**src/rtl/axi_rd_master.sv**
```systemverilog
// AXI4 read initiator: splits a (start address, beat count) command into INCR bursts that never cross 4 KB.
// Optional macro AXI_RD_MASTER_ERR_ABORT_EN stops issuing bursts after the first error response.
module axi_rd_master #(
  parameter int DATA_WIDTH    = 32,
  parameter int ADDR_WIDTH    = 16,
  parameter int STRB_WIDTH    = DATA_WIDTH / 8,
  parameter int ID_WIDTH      = 8,
  parameter int AXI_ID        = 0,
  parameter int LEN_WIDTH     = 16,
  parameter int MAX_BURST_LEN = 16
) (
  input  logic                  clk,
  input  logic                  rst,
  input  logic                  cmd_valid,
  output logic                  cmd_ready,
  input  logic [ADDR_WIDTH-1:0] cmd_addr,
  input  logic [LEN_WIDTH-1:0]  cmd_len,
  output logic [DATA_WIDTH-1:0] out_data,
  output logic                  out_last,
  output logic                  out_valid,
  input  logic                  out_ready,
  output logic                  sts_valid,
  output logic                  sts_error,
  output logic [ID_WIDTH-1:0]   m_axi_arid,
  output logic [ADDR_WIDTH-1:0] m_axi_araddr,
  output logic [7:0]            m_axi_arlen,
  output logic [2:0]            m_axi_arsize,
  output logic [1:0]            m_axi_arburst,
  output logic                  m_axi_arvalid,
  input  logic                  m_axi_arready,
  input  logic [DATA_WIDTH-1:0] m_axi_rdata,
  input  logic [1:0]            m_axi_rresp,
  input  logic                  m_axi_rlast,
  input  logic                  m_axi_rvalid,
  output logic                  m_axi_rready,
  output logic [1:0]            dbg_state
);

  localparam logic [1:0] IDLE   = 2'd0;
  localparam logic [1:0] ADDR   = 2'd1;
  localparam logic [1:0] DATA   = 2'd2;
  localparam logic [1:0] STATUS = 2'd3;

  localparam int SIZE_LOG2 = $clog2(STRB_WIDTH);
  localparam int RW        = LEN_WIDTH + 1;
  localparam int CW        = (RW > 13) ? RW : 13;

  logic [1:0]            state;
  logic                  rst_hold;
  logic [ADDR_WIDTH-1:0] addr_q;
  logic [RW-1:0]         remaining;
  logic                  err_flag;

  logic [12:0]           page_beats;
  logic [CW-1:0]         beats;
  logic                  in_data;
  logic                  r_accept;
  logic                  burst_final;

  // Burst size is derived from registered address/remaining only, so AR fields hold while arready is low.
  always_comb begin
    page_beats = (13'd4096 - {1'b0, addr_q[11:0]}) >> SIZE_LOG2;
    beats      = CW'(MAX_BURST_LEN);
    if (CW'(remaining) < beats) beats = CW'(remaining);
    if (CW'(page_beats) < beats) beats = CW'(page_beats);
  end

`ifdef AXI_RD_MASTER_ERR_ABORT_EN
  logic err_now;
  assign err_now     = err_flag || (m_axi_rvalid && (m_axi_rresp != 2'b00));
  assign burst_final = (remaining == '0) || err_now;
`else
  assign burst_final = (remaining == '0);
`endif

  // Every channel transfers on a cycle where valid && ready; a source holds valid and payload until then.
  // R is a zero-latency pass-through to the out stream, so rready simply mirrors out_ready in DATA.
  assign in_data       = (state == DATA) && !rst;
  assign cmd_ready     = (state == IDLE) && !rst && !rst_hold;
  assign m_axi_arvalid = (state == ADDR) && !rst;
  assign m_axi_araddr  = addr_q;
  assign m_axi_arlen   = 8'(beats - CW'(1));
  assign m_axi_arsize  = 3'(SIZE_LOG2);
  assign m_axi_arburst = 2'b01;
  assign m_axi_arid    = ID_WIDTH'(AXI_ID);
  assign out_valid     = in_data && m_axi_rvalid;
  assign out_data      = m_axi_rdata;
  assign m_axi_rready  = in_data && out_ready;
  assign out_last      = in_data && m_axi_rlast && burst_final;
  assign r_accept      = m_axi_rvalid && m_axi_rready;
  assign sts_valid     = (state == STATUS) && !rst;
  assign sts_error     = sts_valid && err_flag;
  assign dbg_state     = state;

  always_ff @(posedge clk) begin
    if (rst) begin
      state     <= IDLE;
      rst_hold  <= 1'b1;
      addr_q    <= '0;
      remaining <= '0;
      err_flag  <= 1'b0;
    end else begin
      rst_hold <= 1'b0;
      case (state)
        IDLE: begin
          if (cmd_valid && cmd_ready) begin
            addr_q    <= cmd_addr & ~ADDR_WIDTH'(STRB_WIDTH - 1);
            remaining <= RW'(cmd_len) + RW'(1);
            err_flag  <= 1'b0;
            state     <= ADDR;
          end
        end
        ADDR: begin
          if (m_axi_arready) begin
            addr_q    <= addr_q + (ADDR_WIDTH'(beats) << SIZE_LOG2);
            remaining <= remaining - RW'(beats);
            state     <= DATA;
          end
        end
        DATA: begin
          if (r_accept && (m_axi_rresp != 2'b00)) err_flag <= 1'b1;
          if (r_accept && m_axi_rlast) state <= burst_final ? STATUS : ADDR;
        end
        STATUS: state <= IDLE;
        default: state <= IDLE;
      endcase
    end
  end

endmodule

```
**config.mk**
```make
export PLATFORM = sky130hd
export DESIGN_NAME = axi_rd_master
export DESIGN_NICKNAME = d
export VERILOG_FILES = /design/src/rtl/axi_rd_master.sv
export SDC_FILE = /design/constraint.sdc
export NUM_CORES = 1
export LEC_CHECK = 0
export CAP_MARGIN = 20
export CORE_ASPECT_RATIO = 1.75
export CORE_MARGIN = 2
export CORE_UTILIZATION = 34
export DETAILED_ROUTE_END_ITERATION = 12
export PLACE_DENSITY = 0.64
export SLEW_MARGIN = 0
export SYNTH_ARGS = -nofsm -noshare
export SYNTH_HDL_FRONTEND = slang
export SYNTH_SLANG_ARGS = --single-unit
```
**constraint.sdc**
```tcl
create_clock -name clk -period 5.8 [get_ports clk]
set_input_delay 1.16 -clock clk [delete_from_list [all_inputs] [get_ports clk]]
set_output_delay 1.16 -clock clk [all_outputs]
set_load 0.01 [all_outputs]
```
==> metrics.txt, run 1 <==
Die Y=160 um; final instance area=6090 sq um; Pwr per Cell Area=284 nW/um^2; Clk Latency, worst-skew pair=0.28 ns; Post-DP Area=5750 sq um; clock share of power=17.0%; Max Transition Viols Final=0; antenna violations before repair=0; FP Rows=57; CP required=5.98 ns; Worst Tran Pin Value=1.06 ns; die area=14900 sq um; clock skew=0.00539 ns; 1st-pass router iterations=5; clk buf depth=2; status=completed; crit end category=flop; Worst EP arrival=5.73 ns; WS Path Type=reg -> reg; Critical Path Fanout Max=4; met2 usage=38.1%; share of layout cells above drive strength 1=16.7%; Ant. Diodes=0; most common cell in the netlist=nand2_1; Peak VDD IR=0.135 mV; Switching Power=0.746 mW; Sequential Power Share=15.7%; ratio of final minimum period to clock period=95.7%; Worst-path clk slew=0.06 ns; largest area contributor in the netlist=dfxtp_1; Pwr Total=1.73 mW; #FFs+latches synth=35; Top FF cell, synth=dfxtp_1; DP Wirelength=12000 um; # DRC=0; cell internal pwr=0.983 mW; vias in the first global route=4982; die width=93.3 um; io pins=151; Area Growth Syn to Fin=28.4%; GR Overflow Total=0; Seq/Total Area, Yosys=14.8%; final wirelength=15200 um; Num CTS Buffers=5; Hold-fix buffers, CTS=0; number of flops mapped to enable cells by yosys=0; root buf cell=clkbuf_16; Final GP Congestion=0.907; Final setup violation count=0; combinational share of power=67.3%; post-synth top area share=14.8%; routing usage on met1=20.4%; vias after detailed routing=5060; mapped cell area=4740 sq um; met3 usage=1.04%; Synth top cells by count=60 x nand2_1, 59 x nor2_1, 49 x a21oi_1; worst hold path type=reg -> reg; vias per inst=5.46; port bufs=69; Worst slew margin=29.3%; wire length per cell=16.4 um; Mapped Cells=652; average size of a mapped cell=7.27 sq um; distinct cell type count after synthesis=80; initial drt markers=266; first-pass GRT wire length=24200 um; global route hottest layer=met2; Startpoint Class=flop; Tmin final=5.55 ns; Leak=2.54 nW; # nets final=858; H-tree depth=2; Switching Fraction=43.1%; Starting Density=34.4%; largest cells by area after synthesis=dfxtp_1 15%, ha_1 9.5%, buf_4 7.6%; Yosys warnings=0; highest clock rate=180 MHz; asr flop ratio synth=0%; max-cap viol count=0; Clock Sinks=35; CTS tree=built; final-report hold violation count=0; largest net degree at the start of global routing=41; Post-DRT Antenna Nets=0; total global-route track usage=20.2%; core area=13800 sq um
## cell type report
cell class                      count  area (sq um)
Tap cell                          177           221
Fill cell                        1409          7680
Clock buffer                        8           156
Inverter                           32           121
Sequential cell                    35           702
Multi-Input combinational cell    539          3680
Timing Repair Buffer              136          1200
## path summary, 6_finish.rpt
| kind | end | startpoint | slack [ns] | cells past startpoint |
|---|---|---|---|---|
| max reg2reg | remaining[16]$_SDFFE_PP0P_ | m_axi_araddr[4]$_SDFFE_PP0P_ | 0.25 | 26 |
| min | err_flag$_SDFFE_PP0P_ | err_flag$_SDFFE_PP0P_ | 0.47 | 2 |
| max | remaining[16]$_SDFFE_PP0P_ | m_axi_araddr[4]$_SDFFE_PP0P_ | 0.25 | 26 |
| min reg2reg | err_flag$_SDFFE_PP0P_ | err_flag$_SDFFE_PP0P_ | 0.47 | 2 |
## power groups by stage
stage	logic, mW	clock network [mW]	registers (mW)
6_report	1.16	0.293	0.271
5_1_grt	1.27	0.310	0.273
4_1_cts	1.13	0.300	0.271
3_5_place_dp	1.10	0	0.276
3_3_place_gp	1.09	0	0.276
2_1_floorplan	0.716	0	0.277
## cell families after synthesis
family                     share of synthesized area [%]
DFF                                                 14.8
other                                              0.158
AOI/OAI and AO/OA                                   27.4
adders and majority gates                           9.71
buffers and inverters                               12.6
muxes                                               2.03
xor gates and xnor gates                            7.76
and+or+nand+nor                                     25.6
## stage by stage
step	hold WS [ns]	util, %	setup WS [ns]	setup TNS, ns	std cells
2_1_floorplan	0.446	-	0.00754	0	678
3_3_place_gp	0.459	41.7	0.0168	0	913
3_5_place_dp	0.467	41.7	-0.0746	-0.113	913
4_1_cts	0.474	43.2	-0.00376	-0.00376	922
5_1_grt	0.500	44.2	-0.0158	-0.0158	927
6_report	0.470	44.2	0.249	0	927
## what timing repair did
item / CTS / global route
resized for setup: 10 / 25
setup buffers: 1 / 5
endpoints found under the setup margin: 7 / 11
pin swaps: 4 / 14
## state kept, by name, indices dropped and copies added, names as in the netlist
| register | flops |
|---|---|
| m_axi_araddr | 14 |
| err_flag | 1 |
| dbg_state | 2 |
| remaining | 17 |
| rst_hold | 1 |
## per-layer routing
metal | vias up | share of wire, %
met2 | 119 | 54
met5 | - | 0
met3 | 52 | 2.5
li1 | 2498 | -
met4 | 0 | 6.7
met1 | 2391 | 37
## worst max-delay path, cell delays in order (launching register included)
cell	delay (ns)
dfxtp_2	0.32
or3_4	0.38
or3_4	0.34
or3_4	0.34
xor2_2	0.16
ha_1	0.32
nand4_1	0.19
buf_4	0.22
o21bai_4	0.15
o21ai_2	0.10
nand3_2	0.12
nand3_2	0.08
o21ai_2	0.11
ha_2	0.22
inv_1	0.05
ha_2	0.17
nand2b_4	0.14
maj3_2	0.31
o21ai_1	0.07
o21ai_1	0.08
mux2_4	0.29
a21oi_4	0.15
o21ai_2	0.09
a211o_1	0.31
a211oi_2	0.29
o211ai_1	0.15
a211o_1	0.29
## layout by cell type, fill, tap and decap left out, types with 4 or more instances in the layout
master,synthesis,final
and3_1,10,10
or3_1,8,5
nand2b_1,6,5
o22ai_1,5,5
ha_1,36,33
nor4_1,13,12
a21oi_1,49,48
nand4_1,13,13
nand3_1,17,15
conb_1,2,28
o211ai_1,8,8
nor3_1,18,15
o21ai_0,27,24
o21ai_1,6,6
dfxtp_1,35,34
mux2i_1,7,6
xor2_1,14,13
o21ai_2,2,5
o31ai_1,6,6
nor2_1,59,58
and2_1,9,9
a311oi_1,8,8
clkdlybuf4s50_1,0,65
a211oi_1,10,9
nand2_1,60,60
o221ai_1,5,5
a21o_1,8,8
clkbuf_16,0,5
o21a_1,11,10
inv_1,29,29
buf_4,48,67
dlymetal6s2s_1,0,4
xnor2_1,28,28
No activity file was read; power rests on OpenSTA's default activity.
==> run 2: changes to the inputs <==
--- a/config.mk
+++ b/config.mk
@@ -11,6 +11,7 @@
 export CORE_UTILIZATION = 34
 export DETAILED_ROUTE_END_ITERATION = 12
 export PLACE_DENSITY = 0.64
+export REMOVE_ABC_BUFFERS = 1
 export SLEW_MARGIN = 0
 export SYNTH_ARGS = -nofsm -noshare
 export SYNTH_HDL_FRONTEND = slang
==> metrics.txt, run 2 (synthesis results as in run 1) <==
DP Wirelength=13000 um (+8.4%); max-cap viol count=0 (unchanged); root buf cell=clkbuf_16; Num CTS Buffers=5 (unchanged); Most flops, register=remaining; Fillers=1463 (+3.8%); Final setup violation count=0 (unchanged); Post-DRT Antenna Nets=0 (unchanged); Clock Sinks=35 (unchanged); wire length per cell=17.9 um (+8.9%); final wirelength=16400 um (+7.8%); Final GP Congestion=0.943 (+4.0%); pre-CTS setup slack=-0.0553 ns (+0.0192 ns); share of layout cells above drive strength 1=15.8% (-0.88 points); R2R setup slack=0.21 ns (-0.04 ns); Ant. Diodes=0 (unchanged); Worst-path clk slew=0.06 ns (about the same); vias after detailed routing=5139 (+1.6%); die area=14900 sq um (unchanged); die width=93.3 um (unchanged); GR Overflow Total=0 (unchanged); CP Capture Point=m_axi_arlen[3]; most frequent cells in the layout=66 x clkdlybuf4s50_1, 60 x nand2_1, 58 x nor2_1, 58 x buf_4, 48 x a21oi_1; Pwr per Cell Area=286 nW/um^2 (+0.75%); Hold-fix buffers, CTS=0 (unchanged); antenna violations before repair=1 (+1); # nets final=849 (-1.0%); 1st-pass router iterations=4 (-1); # DRC=0 (unchanged); total global-route track usage=21.7% (+1.4 points); worst hold path type=reg -> reg; final-report hold violation count=0 (unchanged); Starting Density=34.4% (unchanged); crit end category=output pin; register area=702 sq um (unchanged); io pins=151 (unchanged); CTS tree=built; hold slack=0.473 ns (+0.00299 ns); Clk Latency, worst-skew pair=0.29 ns (about the same); crit path launch=m_axi_araddr[5]$_SDFFE_PP0P_; clock skew=0.00515 ns (-0.000242 ns); CP required=4.64 ns (-1.34 ns); Critical Path Fanout Max=4 (unchanged); RSZ-0062 raised after global routing=yes; Startpoint Class=flop; first-pass GRT wire length=25700 um (+6.0%); max reg flops=17 (unchanged); status=completed; Tmin final=5.67 ns (+0.117 ns); Die Y=160 um (unchanged); ratio of final minimum period to clock period=97.7% (+2.0 points); highest clock rate=176 MHz (-2.1%); Max Transition Viols Final=0 (unchanged); final worst slack=0.132 ns (-0.117 ns); core area=13800 sq um (unchanged); clk buf depth=2 (unchanged); vias in the first global route=5150 (+3.4%); reg2reg end=remaining[16]$_SDFFE_PP0P_; initial drt markers=232 (-13%); WS Path Type=reg -> out; Fin Setup TNS=0 ns (unchanged); Pwr Total=1.72 mW (-0.63%); Worst slew margin=35.4% (+6.1 points); port bufs=69 (unchanged); Worst Tran Pin Value=0.968 ns (-0.0913 ns); Area Growth Syn to Fin=26.6%; vias per inst=5.60 (+2.6%); worst r2r src=m_axi_araddr[5]$_SDFFE_PP0P_; FP Rows=57 (unchanged); Peak VDD IR=0.143 mV (+5.6%); Worst EP arrival=4.51 ns (-1.22 ns); Leak=2.46 nW (-3.1%); largest net degree at the start of global routing=41 (unchanged); H-tree depth=2 (unchanged); R2R cell count=25 (-3.8%); area of the multi-input gates=3690 sq um (+0.34%); commonest non-fill, non-tap cell in the layout=clkdlybuf4s50_1
==> run 2: area by class of cell <==
| type | instances | area share [%] |
|---|---|---|
| Inverter | 32 | 2.02 |
| Clock inverter | 2 | 0.208 |
| Multi-Input combinational cell | 539 | 61.5 |
| Timing Repair Buffer | 127 | 18.7 |
| Tap cell | 177 | 3.69 |
| Clock buffer | 6 | 2.15 |
| Sequential cell | 35 | 11.7 |
==> run 2: per-layer routing <==
| metal | track usage, % | wire [um] |
|---|---|---|
| met4 | 10.4 | 833 |
| met1 | 22.6 | 5980 |
| met3 | 4.58 | 829 |
| met5 | 2.08 | 31 |
| met2 | 39.8 | 8730 |
==> run 2: what timing repair did <==
| item | in CTS | in global routing |
|---|---|---|
| gates resized for setup | 12 | 26 |
| setup buffers | 2 | 1 |
| setup endpoints to repair | 7 | 10 |
| pin swaps | 0 | 23 |
==> run 2: critical path, cell delays in order, from the launching register on <==
cell and delay (ns):
dfxtp_1 0.31, or3_4 0.40, or3_4 0.34, or3_4 0.35, xor2_2 0.18, ha_1 0.26
nand4_1 0.21, nor3_2 0.08, buf_4 0.14, a211o_1 0.29, o21a_1 0.22, a21boi_0 0.19
buf_4 0.16, inv_1 0.07, buf_4 0.14, xnor2_1 0.28, clkdlybuf4s50_1 0.60
==> run 2: metrics by stage <==
stage / std cells / cell area (sq um) / util [%]
final: 918 / 6000 / 43.6
after CTS: 917 / 5890 / 42.8
after global placement: 907 / 5690 / 41.4
after detailed placement: 907 / 5690 / 41.4
after floorplan: 606 / 4360 / -
after global routing: 918 / 6000 / 43.6
==> run 2: worst min-delay path by stage <==
stage	startpoint	to	slack (ns)	cells after the start
2_1_floorplan	err_flag$_SDFFE_PP0P_	err_flag$_SDFFE_PP0P_	0.44	2
3_3_place_gp	err_flag$_SDFFE_PP0P_	err_flag$_SDFFE_PP0P_	0.46	2
3_5_place_dp	err_flag$_SDFFE_PP0P_	err_flag$_SDFFE_PP0P_	0.46	2
4_1_cts	err_flag$_SDFFE_PP0P_	err_flag$_SDFFE_PP0P_	0.48	2
5_1_grt	err_flag$_SDFFE_PP0P_	err_flag$_SDFFE_PP0P_	0.53	2
6_report	err_flag$_SDFFE_PP0P_	err_flag$_SDFFE_PP0P_	0.47	2
==> run 2: power breakdown <==
part           switching (mW)  internal [mW]  total (mW)
logic                   0.638          0.530        1.17
clock network           0.122          0.159       0.281
registers              0.0138          0.255       0.269
total                   0.773          0.945        1.72
